### config.mk
export PLATFORM = sky130hd
export DESIGN_NAME = saturn_bus_ctrl
export DESIGN_NICKNAME = d
export VERILOG_FILES = /design/src/rtl/saturn_bus_ctrl.sv
export SDC_FILE = /design/constraint.sdc
export NUM_CORES = 1
export LEC_CHECK = 0
export CAP_MARGIN = 20
export CORE_MARGIN = 3
export CORE_UTILIZATION = 52
export DETAILED_ROUTE_END_ITERATION = 8
export PLACE_DENSITY = 0.89
export SLEW_MARGIN = 20
export SYNTH_ARGS = -nofsm -noshare
export SYNTH_HDL_FRONTEND = slang
export SYNTH_SLANG_ARGS = --single-unit
### constraint.sdc
create_clock -name i_clk -period 2.5 [get_ports i_clk]
set_input_delay 0.5 -clock i_clk [delete_from_list [all_inputs] [get_ports i_clk]]
set_output_delay 0.5 -clock i_clk [all_outputs]
set_load 0.01 [all_outputs]
### src/rtl/saturn_bus_ctrl.sv
// ---------------------------------------------------------------------------
// saturn_bus_ctrl
// Executes a small bus program written by the control unit. Each entry is
// either a command nibble (bit4=1, bits3:0 = BUSCMD code) or a data nibble.
// At most one transfer happens per 4-phase cycle. The decision is taken on
// the phase-0 edge, the strobe is visible for the phase-1 clock, and the
// read pointer advances on the phase-1 edge. Reads sample the bus on the
// phase-2 edge.
//
// Ports
//   i_clk              system clock, rising edge
//   i_reset            asynchronous active-high reset
//   i_phases[3:0]      one-hot phase strobe
//   i_debug_cycle      freeze all state while high
//   i_program_data     bus program entry at o_program_address
//   i_program_address  control-unit write pointer (next free slot)
//   o_program_address  read pointer into the bus program
//   o_bus_data         nibble driven on the bus
//   o_bus_cmd_data     high = command nibble
//   o_bus_strobe       one-clock transfer strobe
//   i_bus_data         nibble returned by the bus on reads
//   o_nibble           last fetched nibble
//   o_nibble_valid     one-clock pulse when o_nibble updates
//   o_bus_busy         entry pending or address load in progress
//   o_bus_pc           local copy of the bus PC
//   o_error            sticky protocol error
// ---------------------------------------------------------------------------
module saturn_bus_ctrl (
    input  logic        i_clk,
    input  logic        i_reset,
    input  logic [3:0]  i_phases,
    input  logic        i_debug_cycle,
    input  logic [4:0]  i_program_data,
    input  logic [4:0]  i_program_address,
    output logic [4:0]  o_program_address,
    output logic [3:0]  o_bus_data,
    output logic        o_bus_cmd_data,
    output logic        o_bus_strobe,
    input  logic [3:0]  i_bus_data,
    output logic [3:0]  o_nibble,
    output logic        o_nibble_valid,
    output logic        o_bus_busy,
    output logic [19:0] o_bus_pc,
    output logic        o_error
);

    localparam logic [3:0] CMD_PC_READ = 4'h0;
    localparam logic [3:0] CMD_LOAD_PC = 4'h4;

    typedef enum logic [2:0] {
        S_IDLE,
        S_CMD,
        S_ADDR,
        S_READ,
        S_ERROR
    } state_t;

    state_t      r_state;
    state_t      r_cmd_next;     // where CMD goes once its strobe is done
    logic [4:0]  r_ptr;
    logic [2:0]  r_count;        // address nibbles loaded so far
    logic [19:0] r_pc;
    logic [3:0]  r_nibble;
    logic        r_valid;
    logic        r_strobe;
    logic        r_cmd_data;
    logic [3:0]  r_data;
    logic        r_error;
    logic        r_consume;      // current strobe consumed a program entry
    logic        r_sample;       // current strobe is a read awaiting phase 2

    // Phases are only honoured when the strobe is cleanly one-hot, so a
    // glitchy multi-hot phase vector cannot trigger two actions at once.
    logic w_ph0, w_ph1, w_ph2;
    logic w_pending, w_is_cmd, w_code_ok;
    logic [3:0] w_code;

    assign w_ph0     = (i_phases == 4'b0001);
    assign w_ph1     = (i_phases == 4'b0010);
    assign w_ph2     = (i_phases == 4'b0100);
    assign w_pending = (r_ptr != i_program_address);
    assign w_is_cmd  = i_program_data[4];
    assign w_code    = i_program_data[3:0];
    assign w_code_ok = (w_code == CMD_PC_READ) || (w_code == CMD_LOAD_PC);

    always_ff @(posedge i_clk or posedge i_reset) begin
        if (i_reset) begin
            r_state    <= S_IDLE;
            r_cmd_next <= S_IDLE;
            r_ptr      <= 5'd0;
            r_count    <= 3'd0;
            r_pc       <= 20'd0;
            r_nibble   <= 4'd0;
            r_valid    <= 1'b0;
            r_strobe   <= 1'b0;
            r_cmd_data <= 1'b0;
            r_data     <= 4'd0;
            r_error    <= 1'b0;
            r_consume  <= 1'b0;
            r_sample   <= 1'b0;
        end else if (!i_debug_cycle) begin
            // Pulses last one clock unless re-armed below.
            r_strobe <= 1'b0;
            r_valid  <= 1'b0;

            if (w_ph1) begin
                if (r_strobe && r_consume) begin
                    r_ptr     <= r_ptr + 5'd1;   // natural 31->0 wrap
                    r_consume <= 1'b0;
                end
                if (r_state == S_CMD) begin
                    r_state <= r_cmd_next;
                end
            end

            if (w_ph2 && r_sample) begin
                r_nibble <= i_bus_data;
                r_valid  <= 1'b1;
                r_pc     <= r_pc + 20'd1;
                r_sample <= 1'b0;
            end

            if (w_ph0) begin
                case (r_state)
                    S_IDLE, S_READ: begin
                        if (w_pending) begin
                            // A pending command beats a background read.
                            if (!w_is_cmd || !w_code_ok) begin
                                r_state <= S_ERROR;
                                r_error <= 1'b1;
                            end else begin
                                r_strobe   <= 1'b1;
                                r_cmd_data <= 1'b1;
                                r_data     <= w_code;
                                r_consume  <= 1'b1;
                                r_state    <= S_CMD;
                                r_count    <= 3'd0;
                                r_cmd_next <= (w_code == CMD_LOAD_PC) ? S_ADDR : S_READ;
                            end
                        end else if (r_state == S_READ) begin
                            r_strobe   <= 1'b1;
                            r_cmd_data <= 1'b0;
                            r_data     <= 4'd0;
                            r_sample   <= 1'b1;
                        end
                    end
                    S_ADDR: begin
                        if (w_pending) begin
                            if (w_is_cmd) begin
                                r_state <= S_ERROR;
                                r_error <= 1'b1;
                            end else begin
                                r_strobe   <= 1'b1;
                                r_cmd_data <= 1'b0;
                                r_data     <= i_program_data[3:0];
                                r_consume  <= 1'b1;
                                r_pc[{r_count, 2'b00} +: 4] <= i_program_data[3:0];
                                r_count    <= r_count + 3'd1;
                                if (r_count == 3'd4) begin
                                    r_state <= S_READ;
                                end
                            end
                        end
                    end
                    default: ;   // CMD waits for phase 1, ERROR is terminal
                endcase
            end
        end
    end

    assign o_program_address = r_ptr;
    assign o_bus_data        = r_data;
    assign o_bus_cmd_data    = r_cmd_data;
    assign o_bus_strobe      = r_strobe;
    assign o_nibble          = r_nibble;
    assign o_nibble_valid    = r_valid;
    assign o_bus_pc          = r_pc;
    assign o_error           = r_error;
    assign o_bus_busy        = w_pending || (r_state == S_ADDR);

endmodule

==> impl_results.md <==
- TritonCTS clock tree: done
- Synth Instances: 310
- Crit path time final: 2.45 ns
- CTS HTree Levels: 2
- Resized cells post-CTS: 0
- Via density per instance: 6.18
- Top_reg_cell synth: dfrtp_1
- Via count: 2928
- Multi-input gate area: 1690 um^2
- CTS max path bufs: 2
- Synthesis-to-layout area growth: 36.0%
- WS Path Type: in -> out
- Routed len/inst: 17.6 um
- Largest net degree at the start of global routing: 30
- Initial antenna violation count: 0
- Post-synth EDFFs: 0
- First-pass GRT wire length: 13700 um
- Post-synth ARST share: 100%
- Syn avg cell area: 9.53 um^2
- Seq/Total Area, Yosys: 39.8%
- Placed inst area: 3890 um^2
- Synth area leader: dfrtp_1
- Crit path DAT: 1.95 ns
- Pre-CTS setup slack: -0.267 ns
- Slew margin rel.: 62.4%
- Drt pass-1 iters: 5
- Finished Cell Area: 4020 um^2
- GP Congestion: 0.918
- Crit path max fanout: 2
- Max Cap Viol: 0
- Crit share post-route: 98.0%
- FP Rows: 26
- Max Freq: 0.408 GHz
- Synth cell types: 56
- CTS clk-pin slew, worst paths: 0.09 ns
- Critical path required time: 2.00 ns
- Total Routing Usage GR: 27.2%
- Die X: 81.4 um
- Detail Route Antenna Nets: 0
- Leakage power: 1.73 nW
- Area of the core: 5300 um^2
- Final Setup Violations: 0
- RSZ-0062 raised after global routing: yes
- Synthesized area: 2950 um^2
- Worst skew pair latency: 0.31 ns
- Yosys reg bits: 47
- Initial Util: 55.7%
- HPWL after DPL: 6120 um
- Setup Skew: 0.00589 ns
- Fin util: 75.7%
- Mapped Nets: 341
- PwrDens: 406 nW/um^2
- Number of max-slew violations in the final report: 0
- Fill cells: 366
- Fin Setup TNS: 0 ns
- TritonCTS buffer count: 5
- Drt first-iter violations: 339
- Top Ports: 59
- Critical Path Start Type: primary input
- Outcome: finished clean
- DRT Wirelength: 8340 um
- Slew @ Worst Pin: 0.563 ns
- Yosys warns: 0
- CTS Hold Bufs: 0
- Layout Nets: 434
- Clk sinks: 47
- Worst setup margin: 0.0504 ns
- Overflow after GRT: 0
- Root buf cell: clkbuf_8
- Hold Crit Class: reg -> reg
- IO buf count: 58
- Setup crit end kind: primary output
- Share of cells above drive strength 1: 18.6%
- Ranking of synthesized cells by area: dfrtp_1 (40%), ha_1 (4.2%), nand2_1 (3.6%)
- Post-CTS setup buffers: 0
- Number of global-route vias before repair: 2800
- Final Hold Violating Endpoints: 0
- FF/Latch Area: 1180 um^2
- Die H: 81.4 um
- # diodes: 0
- DRC Markers: 0
- Synth top area share: 39.8%
- Die Area: 6620 um^2
- Max VDD drop: 257 uV
worst max-delay path, cell delays in order:
cell             delay (ns)
clkdlybuf4s50_1        0.47
xnor2_1                0.12
nand4_1                0.15
nor2_2                 0.13
o21ai_0                0.09
clkdlybuf4s50_1        0.48
final cells by class:
type                    count  area share (%)
repair buffers             99            22.4
multi-input cells         239            42.1
inverters                  11            1.03
clock inverters             2           0.872
well taps                  70            2.18
clock buffers               6            2.06
flip-flops and latches     47            29.3
metal layers:
layer | vias up | track usage (%) | share of wire [%]
met5 | - | 0 | 0
met4 | 0 | 7.60 | 1.7
met2 | 159 | 43.6 | 48
met3 | 17 | 7.43 | 9.4
li1 | 1355 | - | -
met1 | 1397 | 35.9 | 41
sequential cells by signal, indices dropped and copies added (netlist names), 2 cells and up:
name	cells
o_program_address	5
r_state	3
r_count	3
r_cmd_next	2
o_nibble	4
o_bus_data	4
o_bus_pc	20
placed cells by master, fill, tap and decap left out, types with 10 or more instances in the layout:
cell type	count
nor2_1	14
inv_1	10
dfrtp_1	47
a21oi_1	15
nand4_1	11
nand3_1	19
o22a_1	10
ha_1	10
nand2_1	28
clkdlybuf4s50_1	58
buf_4	40
final timing paths:
kind / startpoint / to / slack [ns] / cells past startpoint
hold reg to reg: o_error / o_error / 0.48 / 1
max in group asynchronous: i_reset / o_bus_pc[7] / 1.44 / 3
setup / recovery: i_program_address[1] / o_bus_busy / 0.05 / 6
min in group asynchronous: i_reset / o_bus_strobe / 0.54 / 2
hold / removal: o_error / o_error / 0.48 / 1
setup reg to reg: r_count[1] / o_bus_pc[1] / 0.21 / 7
synthesized netlist by cell type (all sizes together), types with 5 or more instances:
cell type	count
dfrtp	47
nand3	19
a21o	7
inv	11
o22a	10
nor3	7
ha	10
nor4	5
o22ai	9
nor4b	7
and2	6
nand2	28
mux2	7
a22o	8
o21ai	12
xnor2	9
nand4	11
a21oi	15
and3	8
nor2	15
a2bb2oi	8
clkbuf	10
metrics by stage:
stage | std cells | total power [mW] | hold WS [ns]
finish | 474 | 1.63 | 0.476
global route | 474 | 1.69 | 0.509
CTS | 474 | 1.63 | 0.478
detailed placement | 466 | 1.05 | 0.455
global placement | 466 | 1.04 | 0.451
floorplan | 310 | 0.920 | 0.431
report_power, final:
| group | switching [mW] | internal [mW] |
|---|---|---|
| registers | 0.0170 | 0.780 |
| clock network | 0.269 | 0.324 |
| logic | 0.125 | 0.114 |
| total | 0.412 | 1.22 |
cell families (layout without fill, tap and decap cells):
group | Yosys count | count (layout) | synth area share (%)
compound gates | 86 | 86 | 21.9
mux | 9 | 9 | 3.35
flops | 47 | 47 | 39.8
xor+xnor | 11 | 11 | 3.26
buf+inv | 24 | 118 | 3.14
simple gates | 123 | 123 | 24.2
fa+ha+maj | 10 | 10 | 4.24
No activity file was read; power rests on OpenSTA's default activity.
